===== config.mk =====
export PLATFORM = sky130hd
export DESIGN_NAME = spi_master
export DESIGN_NICKNAME = d
export VERILOG_FILES = /design/src/rtl/spi_master.sv
export SDC_FILE = /design/constraint.sdc
export NUM_CORES = 1
export LEC_CHECK = 0
export CAP_MARGIN = 25
export CORE_ASPECT_RATIO = 0.6
export CORE_MARGIN = 1
export CORE_UTILIZATION = 36
export DETAILED_ROUTE_END_ITERATION = 7
export PLACE_DENSITY = 0.67
export SETUP_SLACK_MARGIN = 0.3
export SYNTH_ARGS = -nofsm -noshare
export SYNTH_HDL_FRONTEND = slang
export SYNTH_SLANG_ARGS = --single-unit

===== constraint.sdc =====
create_clock -name clk -period 1.7 [get_ports clk]
set_clock_uncertainty 0.2 [all_clocks]
set_input_delay 0.17 -clock clk [delete_from_list [all_inputs] [get_ports clk]]
set_output_delay 0.17 -clock clk [all_outputs]
set_load 0.02 [all_outputs]

===== src/rtl/spi_master.sv =====
// SPI master, mode 0 (CPOL=0, CPHA=0), one 8-bit frame per start request.
// Frame timing in units of D = CLK_DIV clk cycles:
//   SETUP (D) -> XFER (16 SCL half-periods, 16D) -> HOLD (D) -> DONE (1 clk)
// so CS_n is low for 18*D cycles. XFER starts with the first SCL rise and
// also contains the trailing low half-period that follows the 8th falling
// edge. The HOLD state is entered only after that half-period has elapsed.
// All outputs come straight from registers.
module spi_master #(
    parameter int CLK_DIV = 4
) (
    input  logic       clk,
    input  logic       rst,
    input  logic       start,
    input  logic [7:0] tx_data,
    input  logic       MISO,
    output logic       SCL,
    output logic       CS_n,
    output logic       MOSI,
    output logic [7:0] rx_data,
    output logic       rx_valid,
    output logic       busy
);

    localparam int DW = (CLK_DIV < 2) ? 1 : $clog2(CLK_DIV);
    localparam logic [DW-1:0] DIV_LAST = DW'(CLK_DIV - 1);

    localparam logic [2:0] S_IDLE  = 3'd0;
    localparam logic [2:0] S_SETUP = 3'd1;
    localparam logic [2:0] S_XFER  = 3'd2;
    localparam logic [2:0] S_HOLD  = 3'd3;
    localparam logic [2:0] S_DONE  = 3'd4;

    logic [2:0]    r_state;
    logic [DW-1:0] r_div;
    logic [2:0]    r_bit;       // index of the bit currently on MOSI (0 = MSB)
    logic          r_tail;      // 8th falling edge done, finishing last low half-period
    logic [7:0]    r_tx;
    logic [7:0]    r_rx_shift;
    logic          r_scl;
    logic          r_cs_n;
    logic          r_mosi;
    logic [7:0]    r_rx_data;
    logic          r_rx_valid;
    logic          r_busy;

    logic          w_div_end;
    logic [2:0]    w_next_bit;

    assign w_div_end  = (r_div == DIV_LAST);
    assign w_next_bit = r_bit + 3'd1;

    assign SCL      = r_scl;
    assign CS_n     = r_cs_n;
    assign MOSI     = r_mosi;
    assign rx_data  = r_rx_data;
    assign rx_valid = r_rx_valid;
    assign busy     = r_busy;

    // Frame sequencer: state, divider, bit counter, shift registers and outputs.
    always_ff @(posedge clk) begin
        if (rst) begin
            r_state    <= S_IDLE;
            r_div      <= '0;
            r_bit      <= 3'd0;
            r_tail     <= 1'b0;
            r_tx       <= 8'h00;
            r_rx_shift <= 8'h00;
            r_scl      <= 1'b0;
            r_cs_n     <= 1'b1;
            r_mosi     <= 1'b0;
            r_rx_data  <= 8'h00;
            r_rx_valid <= 1'b0;
            r_busy     <= 1'b0;
        end else begin
            r_rx_valid <= 1'b0;
            case (r_state)
                S_IDLE: begin
                    r_scl  <= 1'b0;
                    r_cs_n <= 1'b1;
                    r_mosi <= 1'b0;
                    r_busy <= 1'b0;
                    if (start) begin
                        r_tx    <= tx_data;
                        r_state <= S_SETUP;
                        r_cs_n  <= 1'b0;
                        r_mosi  <= tx_data[7];
                        r_busy  <= 1'b1;
                        r_div   <= '0;
                        r_bit   <= 3'd0;
                        r_tail  <= 1'b0;
                    end
                end
                S_SETUP: begin
                    if (w_div_end) begin
                        // First SCL rise: the slave's MSB is captured here.
                        r_div      <= '0;
                        r_scl      <= 1'b1;
                        r_rx_shift <= {r_rx_shift[6:0], MISO};
                        r_state    <= S_XFER;
                    end else begin
                        r_div <= r_div + 1'b1;
                    end
                end
                S_XFER: begin
                    if (w_div_end) begin
                        r_div <= '0;
                        if (r_scl) begin
                            r_scl <= 1'b0;
                            if (r_bit == 3'd7) begin
                                r_tail <= 1'b1;
                            end else begin
                                r_bit  <= w_next_bit;
                                r_mosi <= r_tx[3'd7 - w_next_bit];
                            end
                        end else if (r_tail) begin
                            r_state <= S_HOLD;
                        end else begin
                            r_scl      <= 1'b1;
                            r_rx_shift <= {r_rx_shift[6:0], MISO};
                        end
                    end else begin
                        r_div <= r_div + 1'b1;
                    end
                end
                S_HOLD: begin
                    if (w_div_end) begin
                        r_div      <= '0;
                        r_state    <= S_DONE;
                        r_cs_n     <= 1'b1;
                        r_mosi     <= 1'b0;
                        r_rx_data  <= r_rx_shift;
                        r_rx_valid <= 1'b1;
                    end else begin
                        r_div <= r_div + 1'b1;
                    end
                end
                S_DONE: begin
                    r_state <= S_IDLE;
                    r_busy  <= 1'b0;
                end
                default: begin
                    r_state <= S_IDLE;
                end
            endcase
        end
    end

endmodule

# After elaboration in Yosys (flattened, before gate mapping)
# Cells that the tools add are included.
[totals] reg_bits=38 input_bits=12 out_inout_bits=13
[op_classes] n_addsub=3 order_cmp=1 n_eq_ne=16 muxes=43 n_bitwise=1 reduce_logical=20
[op_table] cell="8-bit two-way mux" n=4
[op_table] cell="3-bit two-way mux" n=10
[op_table] cell="2-bit inequality test (second input constant)" n=10
[op_table] cell="5-bit AND reduction" n=4
[op_table] cell="1-bit two-way mux" n=17
[op_table] cell="8-bit one-hot mux with 2 select lines" n=1
[op_table] cell="3-bit one-hot mux with 4 select lines" n=1
[op_table] cell="2-bit nonzero test" n=5
[op_table] cell="2-bit AND reduction" n=4
[op_table] cell="3-bit by 2-bit == test with 1-bit output (second input constant)" n=2
[op_table] cell="3-bit == test (second input constant)" n=2
[op_table] cell="1-bit one-hot mux with 2 select lines" n=3
[op_table] cell="1-bit one-hot mux with 3 select lines" n=2
[op_table] cell="3-bit one-hot mux with 2 select lines" n=1
[op_table] cell="6-bit AND reduction" n=1
[op_table] cell="3-bit nonzero test" n=2
[op_table] cell="3-bit by 4-bit < comparator with 1-bit output (second input constant)" n=1
[op_table] cell="2-bit two-way mux" n=2
[op_table] cell="2-bit one-hot mux with 2 select lines" n=1
[op_table] cell="3-bit by 1-bit adder with 3-bit output (second input constant)" n=1
[op_table] cell="1-bit binary-select mux with 3-bit select" n=1
[op_table] cell="3-bit by 1-bit == test with 1-bit output (second input constant)" n=1
[op_table] cell="3-bit zero test" n=1
[op_table] cell="3-bit AND reduction" n=1
[op_table] cell="other kinds (6)" n=6

# Depth between registers and ports, before layout
[logic_depth] word_depth=8 depth_mapped=6

# Worst setup path before layout
# No wires, ideal clock.
[synth_path] path_type="register -> register" start="register r_bit[0]" end="register r_bit[0]" setup_ns=0.128 arrival_ns=1.478 slack_ns=-0.105 stages_incl_launch_ff=7 path_buffers=0 synth_period_minus_slack_ns=1.805 path_cell_list="dfxtp_1 -> ha_1 -> ha_1 -> nand4b_4 -> a211oi_4 -> mux2i_1 -> nor2_1"
[synth_via] elab_chain_cells=5 word_cells_on_any_way=8 classes_between="1 x add/sub; 2 x eq/ne; 4 x mux; 1 x reduce/logical"
[synth_lines] element="start, declared" line_no="35" rtl="logic [2:0] r_bit;"
[synth_lines] element="start signal, assigned" line_no="112" rtl="r_bit <= w_next_bit;"
[synth_lines] element="3-bit by 1-bit adder with 3-bit output" line_no="50" rtl="assign w_next_bit = r_bit + 3'd1;"
[synth_lines] element="3-bit two-way mux" line_no="109" rtl="if (r_bit == 3'd7) begin"
[synth_lines] element="3-bit two-way mux" line_no="107" rtl="if (r_scl) begin"
[synth_lines] element="3-bit two-way mux" line_no="105" rtl="if (w_div_end) begin"
[synth_lines] element="3-bit one-hot mux with 2 select lines" line_no="76" rtl="case (r_state)"
# Several ways; a longest one is shown, not always the timed one. The select of a mux whose other input is x is not followed.
# A chain may end at the register's enable or synchronous reset.

# Final worst setup path
[layout_path] start="register r_bit[0]" end="register r_bit[2]"
# The elaborated chain is that of the path after synthesis.

==> impl_metrics.env <==
export IMPL_max_stage_delay_ns=0.35
export IMPL_syn_area_sq_um=1650
export IMPL_grt_start_max_net_pins=31
export IMPL_cts_clk_slew_worst_paths_ns=0.08
export IMPL_run_status="finished with violations"
export IMPL_leakage_nw=1.06
export IMPL_cp_slowest_cell="dfxtp_4"
export IMPL_start_util_pct=38.9
export IMPL_timing_worst_setup_path_type="flop to flop"
export IMPL_rows=18
export IMPL_ctsHoldBuffers=0
export IMPL_die_area_sq_um=4860
export IMPL_coreArea_sq_um=4230
export IMPL_place_gp_congestion=0.802
export IMPL_cts_inserted_buffers=5
export IMPL_slew_viol_final=0
export IMPL_fill_cells=415
export IMPL_cap_violations=0
export IMPL_violations="setup timing"
export IMPL_hold_ws_ns=0.227
export IMPL_drt_iter0_markers=57
export IMPL_portBuffers=24
export IMPL_crit_required_ns=1.68
export IMPL_drc=0
export IMPL_synth_area_per_cell_sq_um=8.76
export IMPL_vias=1421
export IMPL_synth_cells=188
export IMPL_drive_gt1_share_pct=30.8
export IMPL_firstDrtPassIters=4
export IMPL_yosysSeqAreaShare_pct=46.2
export IMPL_first_global_vias=1274
export IMPL_mostFrequentLayoutCells="nand2_1, dfxtp_1, nor2_1"
export IMPL_path_buf_inv=0
export IMPL_antenna_cells=0
export IMPL_worstPathMaxFanout=3
export IMPL_p_per_area_nw_per_um2=846
export IMPL_finalSetupViolCount=4
export IMPL_regArea_sq_um=781
export IMPL_place_area_sq_um=2070
export IMPL_cp_top_family="flip-flops"
export IMPL_hold_viol_final=0
export IMPL_max_slew_margin_pct=79.8
export IMPL_layout_cells_non_filler=294
export IMPL_cp_cell_sequence="ha_4 > ha_4 > nand4b_4 > a211oi_4 > mux2i_1 > nor2_1"
export IMPL_hold_path_class="input pin to flop"
export IMPL_clockBufferDepth=2
export IMPL_final_min_clock_period_ns=1.79
export IMPL_cts_root_buf="clkbuf_8"
export IMPL_layout_nets=248
export IMPL_crit_top_cell="ha_4"
export IMPL_multi_input_area_sq_um=953
export IMPL_track_usage_pct=17.7
export IMPL_pin_count=25
export IMPL_cts_htree_levels=2
export IMPL_rsz0062_at_grt="true"
export IMPL_antenna_found_initial=0
export IMPL_syn_nets=203
export IMPL_yosys_warnings=0
export IMPL_ys_types=37
export IMPL_dp_hpwl_um=2590
export IMPL_die_w_um=89.3
export IMPL_fin_area_sq_um=2390
export IMPL_clock_sinks=38
export IMPL_dp_cells=276
export IMPL_cp_end_kind="flop"
export IMPL_timing_final_crit_share_pct=105
export IMPL_worst_slew_pin_slew_ns=0.303
export IMPL_vias_per_cell=4.83
export IMPL_setup_slack_ns=-0.0918
export IMPL_ir_drop_mv=0.695
export IMPL_critPathLaunchType="flop"
export IMPL_area_delta_synth_final_pct=45.0
export IMPL_dp_worst_setup_slack_ns=-0.00927
export IMPL_arrival_ns=1.77
export IMPL_cts_tree="done"
export IMPL_worstSkewPairLatency_ns=0.29
export IMPL_die_y_um=54.4
export IMPL_final_common_cell="nand2_1"
export IMPL_clock_fmax_mhz=558
export IMPL_ant_nets=0
export IMPL_drt_wl_total_um=3840
export IMPL_gr_total_overflow=0
export IMPL_grt_pass1_wl_um=6200
export IMPL_wl_per_cell_um=13.1
export IMPL_ys_seq_elements=38
-- flip-flops by register name, summed over array words and instances (netlist names) --
register	count
r_bit	3
busy	1
r_div	2
r_rx_shift	8
SCL	1
r_tx	8
MOSI	1
rx_data	8
r_state	3
r_tail	1
rx_valid	1
CS_n	1
-- cells in the mapped netlist --
cell	count	area [sq um]
nand2_1	42	158
dfxtp_1	38	761
nor2_1	20	75.1
a21oi_1	19	95.1
mux2i_1	13	130
o21ai_0	8	40.0
buf_2	5	25.0
and2_1	4	25.0
clkbuf_1	3	11.3
ha_1	3	37.5
nor2b_1	3	18.8
nor3_1	3	15.0
nand2b_1	2	12.5
nand4b_1	2	17.5
a211oi_4	1	20.0
a221oi_1	1	8.76
a31oi_1	1	6.26
a41oi_1	1	8.76
and2b_2	1	8.76
and3_1	1	6.26
and3b_1	1	8.76
buf_4	1	7.51
buf_6	1	11.3
clkbuf_2	1	5.00
inv_1	1	3.75
mux4_2	1	22.5
nand2b_2	1	8.76
nand3_1	1	5.00
nand3b_1	1	7.51
nand4b_4	1	23.8
nor3_2	1	10.0
nor3b_2	1	12.5
nor4_1	1	6.26
nor4b_1	1	8.76
o2111ai_1	1	8.76
o21bai_1	1	7.51
xor2_1	1	8.76
-- routing by layer --
layer	wire length [um]	vias to the layer above	share of wire, %	track usage (%)
li1	-	729	-	-
met1	2020	656	53	25.7
met2	1570	29	41	24.3
met3	198	7	5.2	5.28
met4	45	0	1.2	6.61
met5	0	-	0	0
-- path summary, 6_finish.rpt --
| check | startpoint | endpoint | slack (ns) | cells past startpoint |
|---|---|---|---|---|
| max reg2reg | r_bit[0] | r_bit[2] | -0.09 | 6 |
| min reg2reg | rx_data[5] | rx_data[5] | 0.25 | 2 |
| max | r_bit[0] | r_bit[2] | -0.09 | 6 |
| min | tx_data[6] | r_tx[6] | 0.23 | 3 |
-- stage by stage --
stage,power (mW),utilization [%],setup TNS (ns)
2_1_floorplan,1.02,-,0
3_3_place_gp,1.09,48.8,-0.00408
3_5_place_dp,1.09,48.8,-0.0174
4_1_cts,2.02,53.8,-0.0793
5_1_grt,2.11,56.4,-0.579
6_report,2.02,56.4,-0.230
-- worst reg2reg max path: stages, from the launching register on --
cell and delay, ns:
dfxtp_4 0.35, ha_4 0.16, ha_4 0.15, nand4b_4 0.17
a211oi_4 0.32, mux2i_1 0.27, nor2_1 0.07
-- logic make-up (layout without fill, tap and decap cells) --
| logic type | after synthesis | in the layout | synth area share, % |
|---|---|---|---|
| buffers and inverters | 12 | 58 | 3.87 |
| AND/OR/NAND/NOR | 87 | 87 | 26.0 |
| XOR/XNOR | 1 | 1 | 0.532 |
| flip-flops | 38 | 38 | 46.2 |
| multiplexers | 14 | 14 | 9.27 |
| adder cells (fa/ha/maj) | 3 | 3 | 2.28 |
| AO/OA/AOI/OAI | 33 | 33 | 11.9 |
-- repair_timing --
action                     CTS  global route
gates resized for setup     34            23
setup endpoints to repair   45            35
pin swaps                    8            12
setup buffers                4             6
-- area by class of cell --
cell class / count / share of cell area (%)
Multi-Input combinational cell: 138 / 39.9
Sequential cell: 38 / 32.7
Timing Repair Buffer: 49 / 18.3
Tap cell: 60 / 3.14
Clock buffer: 5 / 2.88
Clock inverter: 3 / 2.88
Inverter: 1 / 0.157
-- report_power, final --
part / internal, mW / switching [mW] / total, mW
Sequential: 0.905 / 0.0156 / 0.921
Combinational: 0.0878 / 0.0852 / 0.173
Clock: 0.588 / 0.338 / 0.926
Power figures use the tool's default switching activity.
